<file path="src/rtl/uart_rx_fsm.sv">
// rtl/uart_rx_fsm.sv - 16x oversampled UART receiver, 8 data bits, parity, one stop bit
module uart_rx_fsm #(
    parameter int PARITY_ODD = 0,
    parameter int OVERSAMPLE = 16
) (
    input  logic       clk,
    input  logic       reset,
    input  logic       rx_in,
    input  logic       sample_tick,
    output logic [7:0] rx_data,
    output logic       rx_valid,
    output logic       parity_err,
    output logic       frame_err,
    output logic       rx_busy
);

    localparam int              TW    = $clog2(OVERSAMPLE);
    localparam logic [TW-1:0]   HALF  = TW'(OVERSAMPLE / 2 - 1);
    localparam logic [TW-1:0]   LAST  = TW'(OVERSAMPLE - 1);
    localparam logic            P_ODD = (PARITY_ODD != 0);

    typedef enum logic [2:0] {
        IDLE, START, DATA, PARITY, STOP, WAIT_HIGH
    } state_t;

    state_t          state, state_nxt;
    logic [TW-1:0]   tick_cnt, tick_nxt;
    logic [2:0]      bit_cnt, bit_nxt;
    logic [7:0]      shift, shift_nxt;
    logic            perr, perr_nxt;
    logic [7:0]      data_nxt;
    logic            valid_nxt, perr_out_nxt, ferr_nxt;
    logic            sync1, rx_s;
    logic [1:0]      sync_fill;
    logic            armed;

    // rx_s holds its reset value for two clocks; only a genuinely observed
    // high line arms start detection, so a line stuck low after reset is ignored.
    always_ff @(posedge clk or negedge reset) begin
        if (!reset) begin
            sync1      <= 1'b1;
            rx_s       <= 1'b1;
            sync_fill  <= 2'b00;
            armed      <= 1'b0;
            state      <= IDLE;
            tick_cnt   <= '0;
            bit_cnt    <= '0;
            shift      <= '0;
            perr       <= 1'b0;
            rx_data    <= '0;
            rx_valid   <= 1'b0;
            parity_err <= 1'b0;
            frame_err  <= 1'b0;
        end else begin
            sync1      <= rx_in;
            rx_s       <= sync1;
            sync_fill  <= {sync_fill[0], 1'b1};
            armed      <= armed | (sample_tick & sync_fill[1] & rx_s);
            state      <= state_nxt;
            tick_cnt   <= tick_nxt;
            bit_cnt    <= bit_nxt;
            shift      <= shift_nxt;
            perr       <= perr_nxt;
            rx_data    <= data_nxt;
            rx_valid   <= valid_nxt;
            parity_err <= perr_out_nxt;
            frame_err  <= ferr_nxt;
        end
    end

    always_comb begin
        state_nxt    = state;
        tick_nxt     = tick_cnt;
        bit_nxt      = bit_cnt;
        shift_nxt    = shift;
        perr_nxt     = perr;
        data_nxt     = rx_data;
        valid_nxt    = 1'b0;
        perr_out_nxt = parity_err;
        ferr_nxt     = frame_err;
        if (sample_tick) begin
            if (state != IDLE) begin
                tick_nxt = tick_cnt + TW'(1);
            end
            case (state)
                IDLE: begin
                    if (armed && !rx_s) begin
                        state_nxt = START;
                        tick_nxt  = '0;
                    end
                end
                START: begin
                    if (tick_cnt == HALF) begin
                        tick_nxt  = '0;
                        bit_nxt   = '0;
                        state_nxt = rx_s ? IDLE : DATA;
                    end
                end
                DATA: begin
                    if (tick_cnt == LAST) begin
                        shift_nxt = {rx_s, shift[7:1]};
                        bit_nxt   = bit_cnt + 3'd1;
                        if (bit_cnt == 3'd7) begin
                            state_nxt = PARITY;
                        end
                    end
                end
                PARITY: begin
                    if (tick_cnt == LAST) begin
                        perr_nxt  = ((^shift) ^ rx_s) != P_ODD;
                        state_nxt = STOP;
                    end
                end
                STOP: begin
                    if (tick_cnt == LAST) begin
                        data_nxt     = shift;
                        perr_out_nxt = perr;
                        ferr_nxt     = ~rx_s;
                        valid_nxt    = 1'b1;
                        state_nxt    = rx_s ? IDLE : WAIT_HIGH;
                    end
                end
                WAIT_HIGH: begin
                    if (rx_s) begin
                        state_nxt = IDLE;
                    end
                end
                default: state_nxt = IDLE;
            endcase
        end
    end

    assign rx_busy = (state != IDLE);

endmodule

</file>
<file path="config.mk">
export PLATFORM = sky130hd
export DESIGN_NAME = uart_rx_fsm
export DESIGN_NICKNAME = d
export VERILOG_FILES = /design/src/rtl/uart_rx_fsm.sv
export SDC_FILE = /design/constraint.sdc
export NUM_CORES = 1
export LEC_CHECK = 0
export BUFFER_PORTS_ARGS = -buffer_cell sky130_fd_sc_hd__buf_2
export CAP_MARGIN = 30
export CORE_MARGIN = 4
export CORE_UTILIZATION = 36
export DETAILED_ROUTE_END_ITERATION = 10
export REMOVE_ABC_BUFFERS = 1
export SYNTH_ARGS = -nofsm -noshare
export SYNTH_HDL_FRONTEND = slang
export SYNTH_SLANG_ARGS = --single-unit
</file>
<file path="constraint.sdc">
create_clock -name clk -period 4.4 [get_ports clk]
set_input_delay 0 -clock clk [delete_from_list [all_inputs] [get_ports clk]]
set_output_delay 0 -clock clk [all_outputs]
set_load 0.01 [all_outputs]
</file>
* Word level (Yosys, flattened, before mapping)
Index checks and enable logic that the tools add are counted.
** Storage, ports and cells
- Output and inout port bits :: 12
- Logic and storage cells :: 66
- Flip-flop bits (word level) :: 35
** Operators by class
- Multiplexer cells :: 20
- Add/subtract/negate cells :: 2
- Eq/ne operators :: 15
- Reduce and logical (&&, ||, !) cells :: 11
- Bitwise gates (word level) :: 5
** Operators with widths (count)
- 3-bit two-way mux :: 10
- 3-bit case mux with 6 select lines :: 1
- 2-bit inequality test (second input constant) :: 7
- 4-bit two-way mux :: 3
- 3-bit equality test (second input constant) :: 3
- 3-bit AND reduction :: 3
- 4-bit case mux with 2 select lines :: 1
- 8-bit AND reduction :: 1
- 8-bit parity :: 1
- 3-bit by 2-bit equality test with 1-bit output (second input constant) :: 2
- 3-bit case mux with 2 select lines :: 1
- 4-bit by 1-bit adder with 4-bit output (second input constant) :: 1
- 4-bit by 3-bit equality test with 1-bit output (second input constant) :: 1
- 4-bit equality test (second input constant) :: 1
- 4-bit AND reduction :: 1
- 3-bit by 1-bit adder with 3-bit output (second input constant) :: 1
- 3-bit by 1-bit equality test with 1-bit output (second input constant) :: 1
- 3-bit zero test :: 1
- 1-bit two-way mux :: 3
- 3-bit nonzero test :: 1
- 1-bit bitwise AND :: 2
- 2-bit two-way mux :: 1
- 2-bit nonzero test :: 1
- 1-bit logical AND :: 1
- 4 further kinds :: 4

* Longest topological paths before layout
- Word-level depth :: 4
- Gate-level depth with buffers :: 7
- Depth with buffers taken out :: 6

* Least setup slack after synthesis
Ideal clock, no wire load.
- Path type :: reg-to-reg
- From :: register tick_cnt[0]
- To :: register parity_err
- Data required time :: 4.275 ns
- Data arrival time :: 1.577 ns
- Path slack :: 2.698 ns
- Buffers on the path :: 2
- Cell stages (with the launch flop) :: 8
- Cell sequence :: dfrtp_1 > ha_1 > and3_1 > buf_4 > nand2_4 > nor4_4 > buf_6 > mux2_4
** On the way
- Cells in the longest elaborated chain, start to end :: 2
** Ends and longest elaborated chain
- from (decl) :: line 27 : logic [TW-1:0] tick_cnt, tick_nxt;
- from (signal assigned) :: line 60 : tick_cnt <= tick_nxt;
- 4-bit equality test :: line 115 : if (tick_cnt == LAST) begin
- 3-bit AND reduction (no line)
- to (signal assigned) :: line 66 : parity_err <= perr_out_nxt;
- to (decl) :: line 12 : output logic parity_err,
Every way passes these cells.
A chain may end at the register's enable or synchronous reset.

* Worst setup path after layout
- From :: register tick_cnt[0]
- To :: register rx_data[2]
** On the way
- Cells in the longest elaborated chain, start to end :: 2
** Ends and longest elaborated chain
- 4-bit equality test :: line 115
- 3-bit AND reduction (no line)
- to (signal assigned) :: line 64 : rx_data <= data_nxt;
- to (decl) :: line 10 : output logic [7:0] rx_data,
Every way passes these cells.

==> impl_metrics.csv <==
group,metric,value,unit
power,powerDensity,419,nW/um^2
timing,finalSetupViolations,0,
worst_setup_path,setup.worst_path.start_class,"flip-flop",
final_layout,nets,160,
final_layout,layout_common_cells,"33 x dfrtp_1, 15 x buf_2, 10 x nand2_1, 10 x mux2_2, 8 x mux2_4",
final_layout,num_antenna_cells,0,
global_route,grt_use_total,11.1,%
worst_setup_path,crit_type,"flip-flop to flip-flop",
worst_setup_path,cp_cell_sequence,"ha_1 > and3_1 > nand2_4 > nor4_4 > mux2_2",
drt,post-route-drc-count,0,
global_route,gr-total-overflow,0,
timing,fin_hold_ws,0.123,ns
global_route,grt_pass1_vias,1083,
drt,wl_per_cell,14.8,um
clock_network,cts_tree,"done",
run_status,status,"finished, final reports clean",
floorplan,rows,24,
final_layout,multi_input_area,756,sq um
placed_design,gp_congestion,0.798,
synthesis,synth_top_area_share,48.3,%
drt,vias,1082,
timing,rsz0062_at_grt,"no",
clock_network,h-tree-depth,2,
synthesis,synth-edff-count,0,
placed_design,io_buffers,15,
floorplan,io_pins,16,
synthesis,netlist_area,1710,sq um
synthesis,ys_seq_area_share,51.4,%
synthesis,synth_area_leaders,"dfrtp_1 48%, mux2_4 7.0%, mux2_2 6.6%",
final_layout,final_common_cell,"dfrtp_1",
global_route,antenna_found_initial,0,
clock_network,cts_made_buffers,5,
worst_setup_path,path_max_fanout,11,
clock_network,cts_sinks,35,
final_layout,syn2layout_area_growth,11.1,%
timing,period_share,52.6,%
timing,finalMaxSlewViolations,0,
worst_setup_path,critPathMaxStageDelay,0.74,ns
timing,tightest_slew,0.972,ns
floorplan,start_util,38.2,%
floorplan,die_y,76.9,um
hold_path,hold_path_class,"input port to flip-flop",
timing,hold_viol_final,0,
drt,first_pass_iters,4,
worst_setup_path,cp.arrival,2.49,ns
timing,fin_tns_setup,0,ns
drt,drt-vias-per-instance,5.25,
worst_setup_path,crit_path_end_kind,"flip-flop",
synthesis,syn_avg_cell_area,12.5,sq um
drt,routed_wl,3.04,mm
clock_network,clk_latency,0.28,ns
drt,drtAntennaViolNets,0,
worst_setup_path,crit_path_top_delay_cell,"nor4_4",
synthesis,async_flop_share,100,%
synthesis,synth-seq-cells,35,
clock_network,post_cts_buffers,0,
floorplan,core-area,4470,sq um
timing,timing.fmax,0.432,GHz
synthesis,synthFlopType,"dfrtp_1",
power,power.leakage,0.000911,uW
timing,relSlewSlack,34.7,%
floorplan,dieArea,5920,sq um
synthesis,ys_warn_count,0,
global_route,grt_max_degree,36,
worst_setup_path,crit_required,4.57,ns
clock_network,clockBufferDepth,2,
timing,fin_crit,2.32,ns
final_layout,drive_gt1_share,29.9,%
floorplan,die_w,76.9,um
power,ir_drop,219,uV
drt,drt_iter0_drc,46,
timing,fin_skew,0.00856,ns
synthesis,synthCells,137,
clock_network,clockRootBuffer,"clkbuf_8",
final_layout,seq_area,878,sq um
placed_design,dp_hpwl,2.14,mm
clock_network,clk_pin_slew,0.07,ns
synthesis,yosys.area.top_type,"dfrtp_1",
global_route,grt_pass1_wl,5.24,mm
flow_run,drv_cap,0,
final_layout,fillerInstances,417,
synthesis,ys_types,45,
## cells in the mapped netlist (2+ instances only)
library cell and n:
a311oi_1 2, a31oi_1 3, buf_2 4, buf_6 2
dfrtp_1 33, dfstp_2 2, ha_1 3, inv_1 6
mux2_2 10, mux2_4 8, mux2i_1 5, nand2_1 10
nand2b_1 3, nand4_1 4, nor2_1 7, xnor2_1 5
xor2_1 2
## state kept, by name, indices dropped and copies added (netlist names)
register,cells
armed,1
shift,8
bit_cnt,3
rx_valid,1
sync_fill,2
sync1,1
rx_s,1
rx_data,8
tick_cnt,4
perr,1
state,3
parity_err,1
frame_err,1
## area by class of cell
cell class	instances	area share [%]
Sequential cell	35	46.2
Multi-Input combinational cell	88	39.8
Timing Repair Buffer	17	5.00
Clock buffer	7	4.02
Tap cell	52	3.42
Inverter	6	1.18
Clock inverter	1	0.395
## metal layers
layer / part of all wire, % / vias up / GRT usage, %
li1: - / 512 / -
met1: 45 / 539 / 14.2
met2: 49 / 23 / 17.8
met3: 3.6 / 8 / 2.81
met4: 1.9 / 0 / 4.53
met5: 0 / - / 0
## logic make-up (layout without fill, tap and decap cells)
group | count (synthesis) | in the layout | synth area share (%)
buffers and inverters | 14 | 31 | 4.46
AO/OA/AOI/OAI | 17 | 17 | 8.05
adder cells (fa/ha/maj) | 3 | 3 | 2.19
flip-flops | 35 | 35 | 51.4
AND/OR/NAND/NOR | 36 | 36 | 12.3
multiplexers | 23 | 23 | 16.5
XOR/XNOR | 8 | 8 | 4.90
other | 1 | 1 | 0.219
## where the power goes
group	internal, uW	total [uW]	switching [uW]
Combinational	69.6	165	95.1
Sequential	353	408	54.9
Clock	112	225	113
Total	535	797	263
## final timing paths
kind	startpoint	endpoint	slack, ns	cells past startpoint
setup / recovery	tick_cnt[0]	rx_data[2]	2.08	5
hold / removal	sample_tick	tick_cnt[3]	0.12	3
setup reg to reg	tick_cnt[0]	rx_data[2]	2.08	5
hold reg to reg	sync_fill[0]	sync_fill[1]	0.35	0
max in group asynchronous	reset	state[1]	3.58	2
min in group asynchronous	reset	perr	0.33	2
## critical path: cells and delay by family (launching register included)
family | cells | cell delay [ns]
flops | 1 | 0.38
simple gates | 3 | 1.17
fa+ha+maj | 1 | 0.23
mux | 1 | 0.42
## metrics by stage
| step | instances | power, uW | setup WS, ns | util, % | instance area, sq um |
|---|---|---|---|---|---|
| final | 206 | 797 | 2.08 | 42.5 | 1900 |
| after detailed placement | 196 | 576 | 2.05 | 40.2 | 1800 |
| after CTS | 206 | 801 | 2.05 | 42.5 | 1900 |
| after floorplan | 129 | 525 | 2.36 | - | 1660 |
| after global routing | 206 | 843 | 1.97 | 42.5 | 1900 |
| after global placement | 196 | 566 | 2.18 | 40.2 | 1800 |
## repair_timing
action                     in CTS  in global routing
setup endpoints to repair       0                  0
hold endpoints to repair       34                  0
resized for setup               0                  0
hold buffers                    2                  0
Note: power is estimated with default switching activity, not from simulation.
